<file path="config.mk">
export PLATFORM = sky130hd
export DESIGN_NAME = exec_iterative
export DESIGN_NICKNAME = d
export VERILOG_FILES = /design/src/rtl/exec_pkg.sv /design/src/rtl/exec_iterative_muldiv.sv /design/src/rtl/exec_iterative.sv
export SDC_FILE = /design/constraint.sdc
export NUM_CORES = 1
export LEC_CHECK = 0
export ABC_AREA = 1
export CAP_MARGIN = 20
export CORE_MARGIN = 5
export CORE_UTILIZATION = 60
export CTS_BUF_LIST = sky130_fd_sc_hd__clkbuf_4
export CTS_CLUSTER_DIAMETER = 40
export DETAILED_ROUTE_END_ITERATION = 16
export DONT_BUFFER_PORTS = 1
export PLACE_DENSITY = 0.74
export SYNTH_ARGS = -nofsm -noshare
export SYNTH_HDL_FRONTEND = slang
export SYNTH_SLANG_ARGS = --single-unit
</file>
<file path="constraint.sdc">
create_clock -name clk -period 8 [get_ports clk]
set_input_delay 1.6 -clock clk [delete_from_list [all_inputs] [get_ports clk]]
set_output_delay 1.6 -clock clk [all_outputs]
set_load 0.005 [all_outputs]
</file>
<file path="src/rtl/exec_pkg.sv">
// Shared encodings for the execute stage: ALU operation codes, forwarding
// selects and the multiply/divide engine state.
package exec_pkg;

    typedef enum logic [2:0] {
        ALU_ADD  = 3'b000,
        ALU_SUB  = 3'b001,
        ALU_AND  = 3'b010,
        ALU_OR   = 3'b011,
        ALU_SLT  = 3'b100,
        ALU_MUL  = 3'b101,
        ALU_DIV  = 3'b110,
        ALU_RSVD = 3'b111
    } aluOp_e;

    typedef enum logic [1:0] {
        FWD_RF    = 2'd0,
        FWD_MEMWB = 2'd1,
        FWD_EXMEM = 2'd2
    } fwdSel_e;

    typedef enum logic [1:0] {
        IDLE = 2'd0,
        BUSY = 2'd1,
        DONE = 2'd2
    } state_e;

    function automatic logic isMulDiv(input logic [2:0] op);
        return (op == ALU_MUL) || (op == ALU_DIV);
    endfunction

endpackage

</file>
<file path="src/rtl/exec_iterative_muldiv.sv">
// Iterative unsigned multiply (shift-add) / divide (restoring) engine.
// One step per cycle for WIDTH cycles, then a single DONE cycle.
module iter_muldiv
    import exec_pkg::*;
#(
    parameter int WIDTH    = 32,
    parameter int CNT_BITS = 6
) (
    input  logic             clk,
    input  logic             reset,
    input  logic             start,
    input  logic             is_div,
    input  logic [WIDTH-1:0] a,
    input  logic [WIDTH-1:0] b,
    output logic             busy,
    output logic             done,
    output logic [WIDTH-1:0] lo,
    output logic [WIDTH-1:0] hi
);

    state_e              state;
    logic [CNT_BITS-1:0] cnt;
    logic                isDivQ;
    logic [WIDTH-1:0]    acc;
    logic [WIDTH-1:0]    quo;
    logic [WIDTH-1:0]    opB;
    logic [WIDTH-1:0]    hiQ;

    logic [WIDTH:0]      mulSum;
    logic [WIDTH:0]      divShift;
    logic [WIDTH:0]      divDiff;
    logic [WIDTH-1:0]    accNext;
    logic [WIDTH-1:0]    quoNext;

    // acc is the product high word for MUL and the partial remainder for DIV;
    // quo shifts the multiplier out / the quotient bits in.
    always_comb begin
        mulSum   = {1'b0, acc} + {1'b0, (quo[0] ? opB : {WIDTH{1'b0}})};
        divShift = {acc, quo[WIDTH-1]};
        divDiff  = divShift - {1'b0, opB};
        accNext  = '0;
        quoNext  = '0;
        if (isDivQ) begin
            if (divShift >= {1'b0, opB}) begin
                accNext = divDiff[WIDTH-1:0];
                quoNext = {quo[WIDTH-2:0], 1'b1};
            end else begin
                accNext = divShift[WIDTH-1:0];
                quoNext = {quo[WIDTH-2:0], 1'b0};
            end
        end else begin
            accNext = mulSum[WIDTH:1];
            quoNext = {mulSum[0], quo[WIDTH-1:1]};
        end
    end

    always_ff @(posedge clk) begin
        if (reset) begin
            state  <= IDLE;
            cnt    <= '0;
            isDivQ <= 1'b0;
            acc    <= '0;
            quo    <= '0;
            opB    <= '0;
            hiQ    <= '0;
        end else begin
            case (state)
                IDLE: begin
                    if (start) begin
                        state  <= BUSY;
                        cnt    <= '0;
                        isDivQ <= is_div;
                        acc    <= '0;
                        quo    <= a;
                        opB    <= b;
                    end
                end
                BUSY: begin
                    acc <= accNext;
                    quo <= quoNext;
                    cnt <= cnt + 1'b1;
                    if (cnt == CNT_BITS'(WIDTH - 1)) begin
                        state <= DONE;
                        hiQ   <= accNext;
                    end
                end
                DONE:    state <= IDLE;
                default: state <= IDLE;
            endcase
        end
    end

    assign busy = (state == BUSY);
    assign done = (state == DONE);
    assign lo   = quo;
    assign hi   = hiQ;

endmodule

</file>
<file path="src/rtl/exec_iterative.sv">
// Execute stage: operand forwarding, single-cycle ALU, branch resolution and
// an iterative multiply/divide engine that stalls the pipeline while running.
module exec_iterative
    import exec_pkg::*;
#(
    parameter int WIDTH    = 32,
    parameter int REG_BITS = 5,
    parameter int CNT_BITS = 6
) (
    input  logic                clk,
    input  logic                reset,
    input  logic                in_valid,
    input  logic [WIDTH-1:0]    readData1,
    input  logic [WIDTH-1:0]    readData2,
    input  logic [WIDTH-1:0]    address,
    input  logic                ctrlAluSrc,
    input  logic [REG_BITS-1:0] rs_IDEX,
    input  logic [REG_BITS-1:0] rt_IDEX,
    input  logic [REG_BITS-1:0] rd_EXMEM,
    input  logic [REG_BITS-1:0] rd_MEMWB,
    input  logic                regWrite_EXMEM,
    input  logic                regWrite_MEMWB,
    input  logic [WIDTH-1:0]    result_EXMEM,
    input  logic [WIDTH-1:0]    valueToWB,
    input  logic [2:0]          aluCtrl,
    input  logic                branch,
    input  logic [WIDTH-1:0]    pcIncr,
    output logic [WIDTH-1:0]    result,
    output logic [WIDTH-1:0]    hi,
    output logic [WIDTH-1:0]    resultBranch,
    output logic                pcSrc,
    output logic                flushPrevInstr,
    output logic                stall,
    output logic                out_valid
);

    fwdSel_e          fwd1;
    fwdSel_e          fwd2;
    logic [WIDTH-1:0] op1;
    logic [WIDTH-1:0] rtVal;
    logic [WIDTH-1:0] op2;
    logic [WIDTH-1:0] diff;
    logic [WIDTH-1:0] aluRes;
    logic             zero;
    logic             mdBusy;
    logic             mdDone;
    logic [WIDTH-1:0] mdLo;
    logic [WIDTH-1:0] mdHi;
    logic             idle;
    logic             issue;
    logic             single;

    // EX/MEM has priority over MEM/WB; register 0 never forwards.
    always_comb begin
        fwd1 = FWD_RF;
        if (regWrite_EXMEM && rd_EXMEM != '0 && rd_EXMEM == rs_IDEX)
            fwd1 = FWD_EXMEM;
        else if (regWrite_MEMWB && rd_MEMWB != '0 && rd_MEMWB == rs_IDEX)
            fwd1 = FWD_MEMWB;

        fwd2 = FWD_RF;
        if (regWrite_EXMEM && rd_EXMEM != '0 && rd_EXMEM == rt_IDEX)
            fwd2 = FWD_EXMEM;
        else if (regWrite_MEMWB && rd_MEMWB != '0 && rd_MEMWB == rt_IDEX)
            fwd2 = FWD_MEMWB;
    end

    always_comb begin
        case (fwd1)
            FWD_EXMEM: op1 = result_EXMEM;
            FWD_MEMWB: op1 = valueToWB;
            default:   op1 = readData1;
        endcase
        case (fwd2)
            FWD_EXMEM: rtVal = result_EXMEM;
            FWD_MEMWB: rtVal = valueToWB;
            default:   rtVal = readData2;
        endcase
        op2 = ctrlAluSrc ? address : rtVal;
    end

    always_comb begin
        diff = op1 - op2;
        zero = (diff == '0);
        case (aluCtrl)
            ALU_ADD: aluRes = op1 + op2;
            ALU_SUB: aluRes = diff;
            ALU_AND: aluRes = op1 & op2;
            ALU_OR:  aluRes = op1 | op2;
            ALU_SLT: aluRes = WIDTH'($signed(op1) < $signed(op2));
            default: aluRes = '0;
        endcase
    end

    iter_muldiv #(
        .WIDTH    (WIDTH),
        .CNT_BITS (CNT_BITS)
    ) u_muldiv (
        .clk    (clk),
        .reset  (reset),
        .start  (issue),
        .is_div (aluCtrl == ALU_DIV),
        .a      (op1),
        .b      (op2),
        .busy   (mdBusy),
        .done   (mdDone),
        .lo     (mdLo),
        .hi     (mdHi)
    );

    assign idle   = !mdBusy && !mdDone;
    assign issue  = idle && in_valid && isMulDiv(aluCtrl);
    assign single = idle && in_valid && !isMulDiv(aluCtrl);

    assign stall          = !reset && (mdBusy || issue);
    assign out_valid      = !reset && (mdDone || single);
    assign pcSrc          = !reset && single && branch && zero;
    assign flushPrevInstr = pcSrc;
    assign result         = reset ? '0 : (mdDone ? mdLo : aluRes);
    assign hi             = mdHi;
    assign resultBranch   = pcIncr + (address << 2);

endmodule

</file>
==> flow_summary.toml, run 1 <==
[sta]
finalCriticalPeriod_ns = 7.53
hold_viol = 0
rsz0062_at_grt = "no"
max_freq_mhz = 133
worst_pin_slew_ns = 1.32
slew_viol_final = 0
fin_setup_tns_ns = 0
slew_headroom_pct = 11.1
worst_slack_ns = 0.472
fin_skew_ns = 0.0435
final.period_utilization_pct = 94.1
setup_viol = 0

[worst_setup_path]
r2r_cells = 14
endpoint = "result[30]"
r2r_start = "u_muldiv.opB[20]"
worst_setup_path_start_kind = "input port"
cp_top_family = "compound AO/OA/AOI/OAI gates"
path_class = "input port to output pin"
rrSetupSlack_ns = 4.37
worstSetupStartpoint = "ctrlAluSrc"
cp_num_buf_inv = 3
r2r-end = "u_muldiv.hi[12]"
cp_slowest_stage_delay_ns = 1.06
cp.depth = 15
required_ns = 6.40
arrival_ns = 5.93
setup.worst_path.end_class = "output pin"
path_cells = "clkinv_1 -> buf_4 -> buf_4 -> o21ai_0 -> ha_1 -> nor2_1 -> nand2_1 -> nor2_1 -> and3_1 -> nand2_1 -> nand3_1 -> nand3_1 -> nand3_1 -> nand2_1 -> a21oi_1"
critPathSlowestCell = "o21ai_0"
cp_max_fo = 34

[cells_and_area]
final_core_util_pct = 62.8
drive_above_1_share_pct = 4.64
nets = 4349
layout_common_cells = "1221 x nand2_1, 654 x inv_1, 325 x nor2_1, 325 x nand3_1, 291 x a21oi_1"
syn2layout_area_growth_pct = 3.20
final_common_cell = "nand2_1"

[clocking]
cts_tree = "yes"
clock_latency_ns = 0.72
clock_sinks = 137
root_buffer = "clkbuf_4"
cts_buffers = 17
h-tree-depth = 4
clockBufferDepth = 2
postCtsSetupBuffers = 0
ctsHoldBuffers = 0
ctsResizeCount = 0
clk_pin_slew_worst_paths_ns = 0.12

[power]
p_sw_mw = 1.69
p_comb_share_pct = 56.8
swShare_pct = 53.6
power.density_nw_per_um2 = 141
ir_worst_vdd_uv = 107
power_mw = 3.16
seq_power_share_pct = 24.8
p_leak_nw = 11.8
power_frac_clock_pct = 18.4
p_int_mw = 1.47

[route]
post_drt_wl_per_cell_microns = 21.5
drt_pass1_iterations = 9
vias_per_cell = 5.98
routed_wl_microns = 94800
vias = 26400
ant_nets = 0
drc_errors = 0
drt_iter0_drc = 2767

[grt]
grt_pass1_vias = 24200
grt_max_degree = 97
grt_antenna_before_repair = 7
track_usage_pct = 45.2
grt_pass1_wl_microns = 138000
grt.overflow.total = 0

[synth]
yosysTopAreaCellShare_pct = 21.2
syn_inst = 4000
synth_area_sq_um = 21600
ys_ff_latch = 137
ys_top_cells_by_area = "nand2_1 21%, dfxtp_1 13%, inv_1 11%"
synth_area_per_cell_sq_um = 5.41
synth_edf_count = 0
ys_types = 50
async_flop_share_pct = 0
seq_area_frac_synth_pct = 12.7
yosysWarningCount = 0
synth_ff_type = "dfxtp_1"
synthesis.nets = 4421
yosys.area.top_type = "nand2_1"

[placement]
place_hpwl_microns = 77900
place_ws_ns = 0.840
globalplace.congestion = 1.19
io_buffers = 0

[die]
die_x_microns = 200
start_util_pct = 60.8
rows = 69
io_pins = 322
floorplan.die.height_microns = 200
coreArea_sq_um = 35600
fp.dieArea_sq_um = 40000

[min_path]
min_path_type = "register to register"

[flow_run]
maxCapViolCount = 0

[run_status]
status = "finished, final reports clean"
synthesized netlist by cell type (37+ instances only):
cell type and count:
nor2_1 326, xor2_1 38, inv_1 655, buf_2 37, a21oi_1 291, or2_2 66
ha_1 194, nand3_1 325, nand2_1 1221, nand4_1 110, dfxtp_1 137, o21ai_0 229
clkbuf_1 81, nor3_1 39
sequential cells by signal, summed over array words and instances (netlist names):
signal	cells
u_muldiv.state	2
u_muldiv.cnt	6
u_muldiv.hi	32
u_muldiv.lo	32
u_muldiv.opB	32
u_muldiv.acc	32
u_muldiv.isDivQ	1
worst min-delay path by stage:
stage,startpoint,endpoint,depth (start not counted)
floorplan,u_muldiv.state[1],u_muldiv.state[1],2
detailed placement,u_muldiv.state[1],u_muldiv.state[1],2
global placement,u_muldiv.state[1],u_muldiv.state[1],2
CTS,u_muldiv.state[1],u_muldiv.state[1],2
global route,u_muldiv.state[1],u_muldiv.state[1],2
finish,u_muldiv.state[1],u_muldiv.state[1],2
cell type report:
cell class / instances / area, sq um
multi-input combinational: 3059 / 15800
fill: 3925 / 13200
sequential: 137 / 2740
inverter: 663 / 2490
tap: 461 / 577
timing repair buffer: 50 / 375
clock inverter: 14 / 186
clock buffer: 18 / 135
antenna: 11 / 27.5
power groups by stage:
stage / clock [mW] / combinational, mW / sequential [mW]
2_1_floorplan: 0 / 1.25 / 0.765
3_3_place_gp: 0 / 1.71 / 0.793
3_5_place_dp: 0 / 1.71 / 0.794
4_1_cts: 0.572 / 1.72 / 0.778
5_1_grt: 0.607 / 1.94 / 0.785
6_report: 0.582 / 1.79 / 0.782
stage by stage:
step / instance area, sq um / hold WS (ns) / instances
2_1_floorplan: 21600 / 0.456 / 4000
3_3_place_gp: 22000 / 0.473 / 4370
3_5_place_dp: 22000 / 0.477 / 4370
4_1_cts: 22300 / 0.499 / 4402
5_1_grt: 22300 / 0.525 / 4409
6_report: 22300 / 0.509 / 4413
routing by layer:
layer | up-vias | wire length (microns) | global-route usage [%]
met3 | 504 | 10300 | 12.7
met4 | 2 | 10500 | 38.8
li1 | 12600 | - | -
met1 | 11600 | 32800 | 49.4
met5 | - | 12 | 0
met2 | 1585 | 41100 | 72.2
cells by family (layout without fill, tap and decap cells):
logic type / after synthesis / in the layout / synth area share (%)
adder cells (fa/ha/maj): 199 / 199 / 11.7
AND/OR/NAND/NOR: 2143 / 2143 / 42.3
other: 0 / 11 / 0
AO/OA/AOI/OAI: 651 / 651 / 16.2
XOR/XNOR: 66 / 66 / 2.67
buffers and inverters: 804 / 745 / 14.5
flip-flops: 137 / 137 / 12.7
worst register-to-register path, delay by kind of cell (launching register included):
family	cells	cell delay, ns
compound gates	1	0.08
fa+ha+maj	1	0.39
flops	1	0.50
buf+inv	2	0.16
simple gates	10	2.40
No activity file was read; power rests on OpenSTA's default activity.
==> run 2: changes to the inputs <==
--- a/config.mk
+++ b/config.mk
@@ -5,14 +5,15 @@
 export SDC_FILE = /design/constraint.sdc
 export NUM_CORES = 1
 export LEC_CHECK = 0
-export ABC_AREA = 1
 export CAP_MARGIN = 20
+export CORE_ASPECT_RATIO = 0.7
 export CORE_MARGIN = 5
 export CORE_UTILIZATION = 60
 export CTS_BUF_LIST = sky130_fd_sc_hd__clkbuf_4
 export CTS_CLUSTER_DIAMETER = 40
 export DETAILED_ROUTE_END_ITERATION = 16
 export DONT_BUFFER_PORTS = 1
+export HOLD_SLACK_MARGIN = 0.02
 export PLACE_DENSITY = 0.74
 export SYNTH_ARGS = -nofsm -noshare
 export SYNTH_HDL_FRONTEND = slang
==> run 2 against run 1 <==
  * First-iteration DRC count increased by 2.1%
  * Cell area down 7.7%
  * Critical path depth is 5 higher
  * Sequential share of layout area up 1.0 points
  * Area after synthesis decreased by 14%
  * Critical path type unchanged
  * Largest cell class unchanged
  * Highest routed layer is now met4
==> flow_summary.toml, run 2 <==
[run_status]
status = "finished, final reports clean"

[sta]
slew_headroom_pct = 19.0
setup_viol = 0
final.period_utilization_pct = 98.1
fin_skew_ns = 0.0237
max_freq_mhz = 127
worst_pin_slew_ns = 1.21
fin_setup_tns_ns = 0
hold_viol = 0
hold_slack_ns = 0.492
worst_slack_ns = 0.148
slew_viol_final = 0
finalCriticalPeriod_ns = 7.85

[worst_setup_path]
r2r_cells = 11
arrival_ns = 6.25
cp_max_fo = 3
path_class = "input port to output pin"
worst_setup_path_start_kind = "input port"
required_ns = 6.40
setup.worst_path.end_class = "output pin"
rrSetupSlack_ns = 3.38

[route]
drt_pass1_iterations = 6
routed_wl_microns = 71400
vias_per_cell = 6.77
ant_nets = 0
drc_errors = 0
post_drt_wl_per_cell_microns = 22.8
vias = 21200
drt_iter0_drc = 2824

[placement]
place_ws_ns = -0.304
dpl_cell_area_sq_um = 20100
place_hpwl_microns = 56400
io_buffers = 0
globalplace.congestion = 1.09

[flow_run]
maxCapViolCount = 0

[die]
floorplan.die.height_microns = 158
die_x_microns = 221
start_util_pct = 60.4
coreArea_sq_um = 30900
io_pins = 322
fp.dieArea_sq_um = 34800
rows = 54

[clocking]
clock_latency_ns = 0.59
root_buffer = "clkbuf_4"
h-tree-depth = 4
clockBufferDepth = 2
cts_buffers = 17
cts_tree = "yes"
clock_sinks = 137
clk_pin_slew_worst_paths_ns = 0.12

[synth]
synth_area_sq_um = 18700
synthesis.nets = 3077
ys_top_cells_by_area = "dfxtp_1 15%, ha_1 13%, a21oi_1 7.4%"
ys_types = 85
yosys.area.top_type = "dfxtp_1"
synth_area_per_cell_sq_um = 7.04
synth_top_cells_by_count = "303 x nor2_1, 275 x a21oi_1, 194 x ha_1, 191 x nand2_1, 161 x inv_1"
synth_ff_type = "dfxtp_1"
syn_inst = 2656
yosysMostFrequentCell = "nor2_1"
yosysTopAreaCellShare_pct = 14.7
synth_edf_count = 0
async_flop_share_pct = 0
seq_area_frac_synth_pct = 14.7
yosysWarningCount = 0
ys_ff_latch = 137

[grt]
met2_usage_pct = 59.4
grt_pass1_vias = 19200
grt_antenna_before_repair = 0
grt_use_met1_pct = 54.6
grt_pass1_wl_microns = 109000
grt.busiest_layer = "met2"
met3_usage_pct = 7.41
track_usage_pct = 38.4
grt_max_degree = 152
grt.overflow.total = 0

[cells_and_area]
layout_common_cells = "301 x nor2_1, 271 x a21oi_1, 193 x buf_4, 192 x ha_1, 191 x nand2_1"
syn2layout_area_growth_pct = 10.2
drive_above_1_share_pct = 10.9
num_antenna_cells = 0
final_common_cell = "nor2_1"
num-fill-cells = 2815
final_area_sq_um = 20600
nets = 3122
multiInputGateArea_sq_um = 14900
regArea_sq_um = 2750

[power]
p_leak_nw = 8.57
power.density_nw_per_um2 = 140
ir_worst_vdd_uv = 134

[min_path]
min_path_type = "register to register"
hold_depth = 2
## run 2: through the flow
stage	std cells	util, %	power, mW
after global placement	3095	64.8	2.33
final	3134	66.6	2.88
after global routing	3134	66.6	3.03
after floorplan	2656	-	1.84
after detailed placement	3095	64.8	2.35
after CTS	3129	65.9	2.79
## run 2: routing by layer
metal | vias up | wire length [microns]
met4 | 0 | 2360
met5 | - | 0
met2 | 1330 | 30500
met3 | 217 | 7400
li1 | 9729 | -
met1 | 9954 | 31100
## run 2: logic make-up (layout without fill, tap and decap cells)
logic type | after synthesis | in the layout | synth area share, %
multiplexers | 129 | 129 | 7.06
flip-flops | 137 | 137 | 14.7
XOR/XNOR | 130 | 130 | 6.09
AND/OR/NAND/NOR | 816 | 816 | 20.5
adder cells (fa/ha/maj) | 199 | 199 | 13.5
AO/OA/AOI/OAI | 909 | 909 | 31.3
buffers and inverters | 336 | 394 | 6.89
## run 2: where the power goes
| group | switching [mW] | leakage [nW] | internal [mW] |
|---|---|---|---|
| clock | 0.279 | 0.129 | 0.157 |
| combinational | 1.04 | 7.33 | 0.650 |
| sequential | 0.0412 | 1.11 | 0.716 |
## run 2: path summary, 6_finish.rpt
check | to | from
max | pcSrc | rd_MEMWB[1]
min | u_muldiv.hi[16] | u_muldiv.hi[16]
max reg2reg | u_muldiv.hi[30] | u_muldiv.opB[22]
min reg2reg | u_muldiv.hi[16] | u_muldiv.hi[16]
## run 2: final cells by class
cell class                 instances  area share (%)
sequential                       137            13.3
clock buffer                      19           0.692
tap                              420            2.55
timing repair buffer             198            7.49
inverter                         164            2.99
multi-input combinational       2183            72.4
clock inverter                    13           0.504
## run 2: what timing repair did
item                                    CTS  global route
hold buffers                              0             0
pin swaps                                 1            10
buffers inserted                          1             4
endpoints found under the setup margin    6            13
cloned                                    1             0
resized for setup                         7            32
## run 2: worst max-delay path, stage by stage
cell	delay (ns)
or4_4	0.54
o21ai_4	0.23
nor4_4	0.10
mux2i_1	0.24
a211oi_1	0.12
a21oi_1	0.18
inv_1	0.09
ha_1	0.22
inv_1	0.09
fa_2	0.53
a2111oi_4	0.22
o211ai_1	0.12
or4_4	0.56
nor4_4	0.27
o2111ai_1	0.18
nor4b_2	0.28
nand4_1	0.16
nor4b_2	0.27
buf_4	0.15
buf_4	0.11
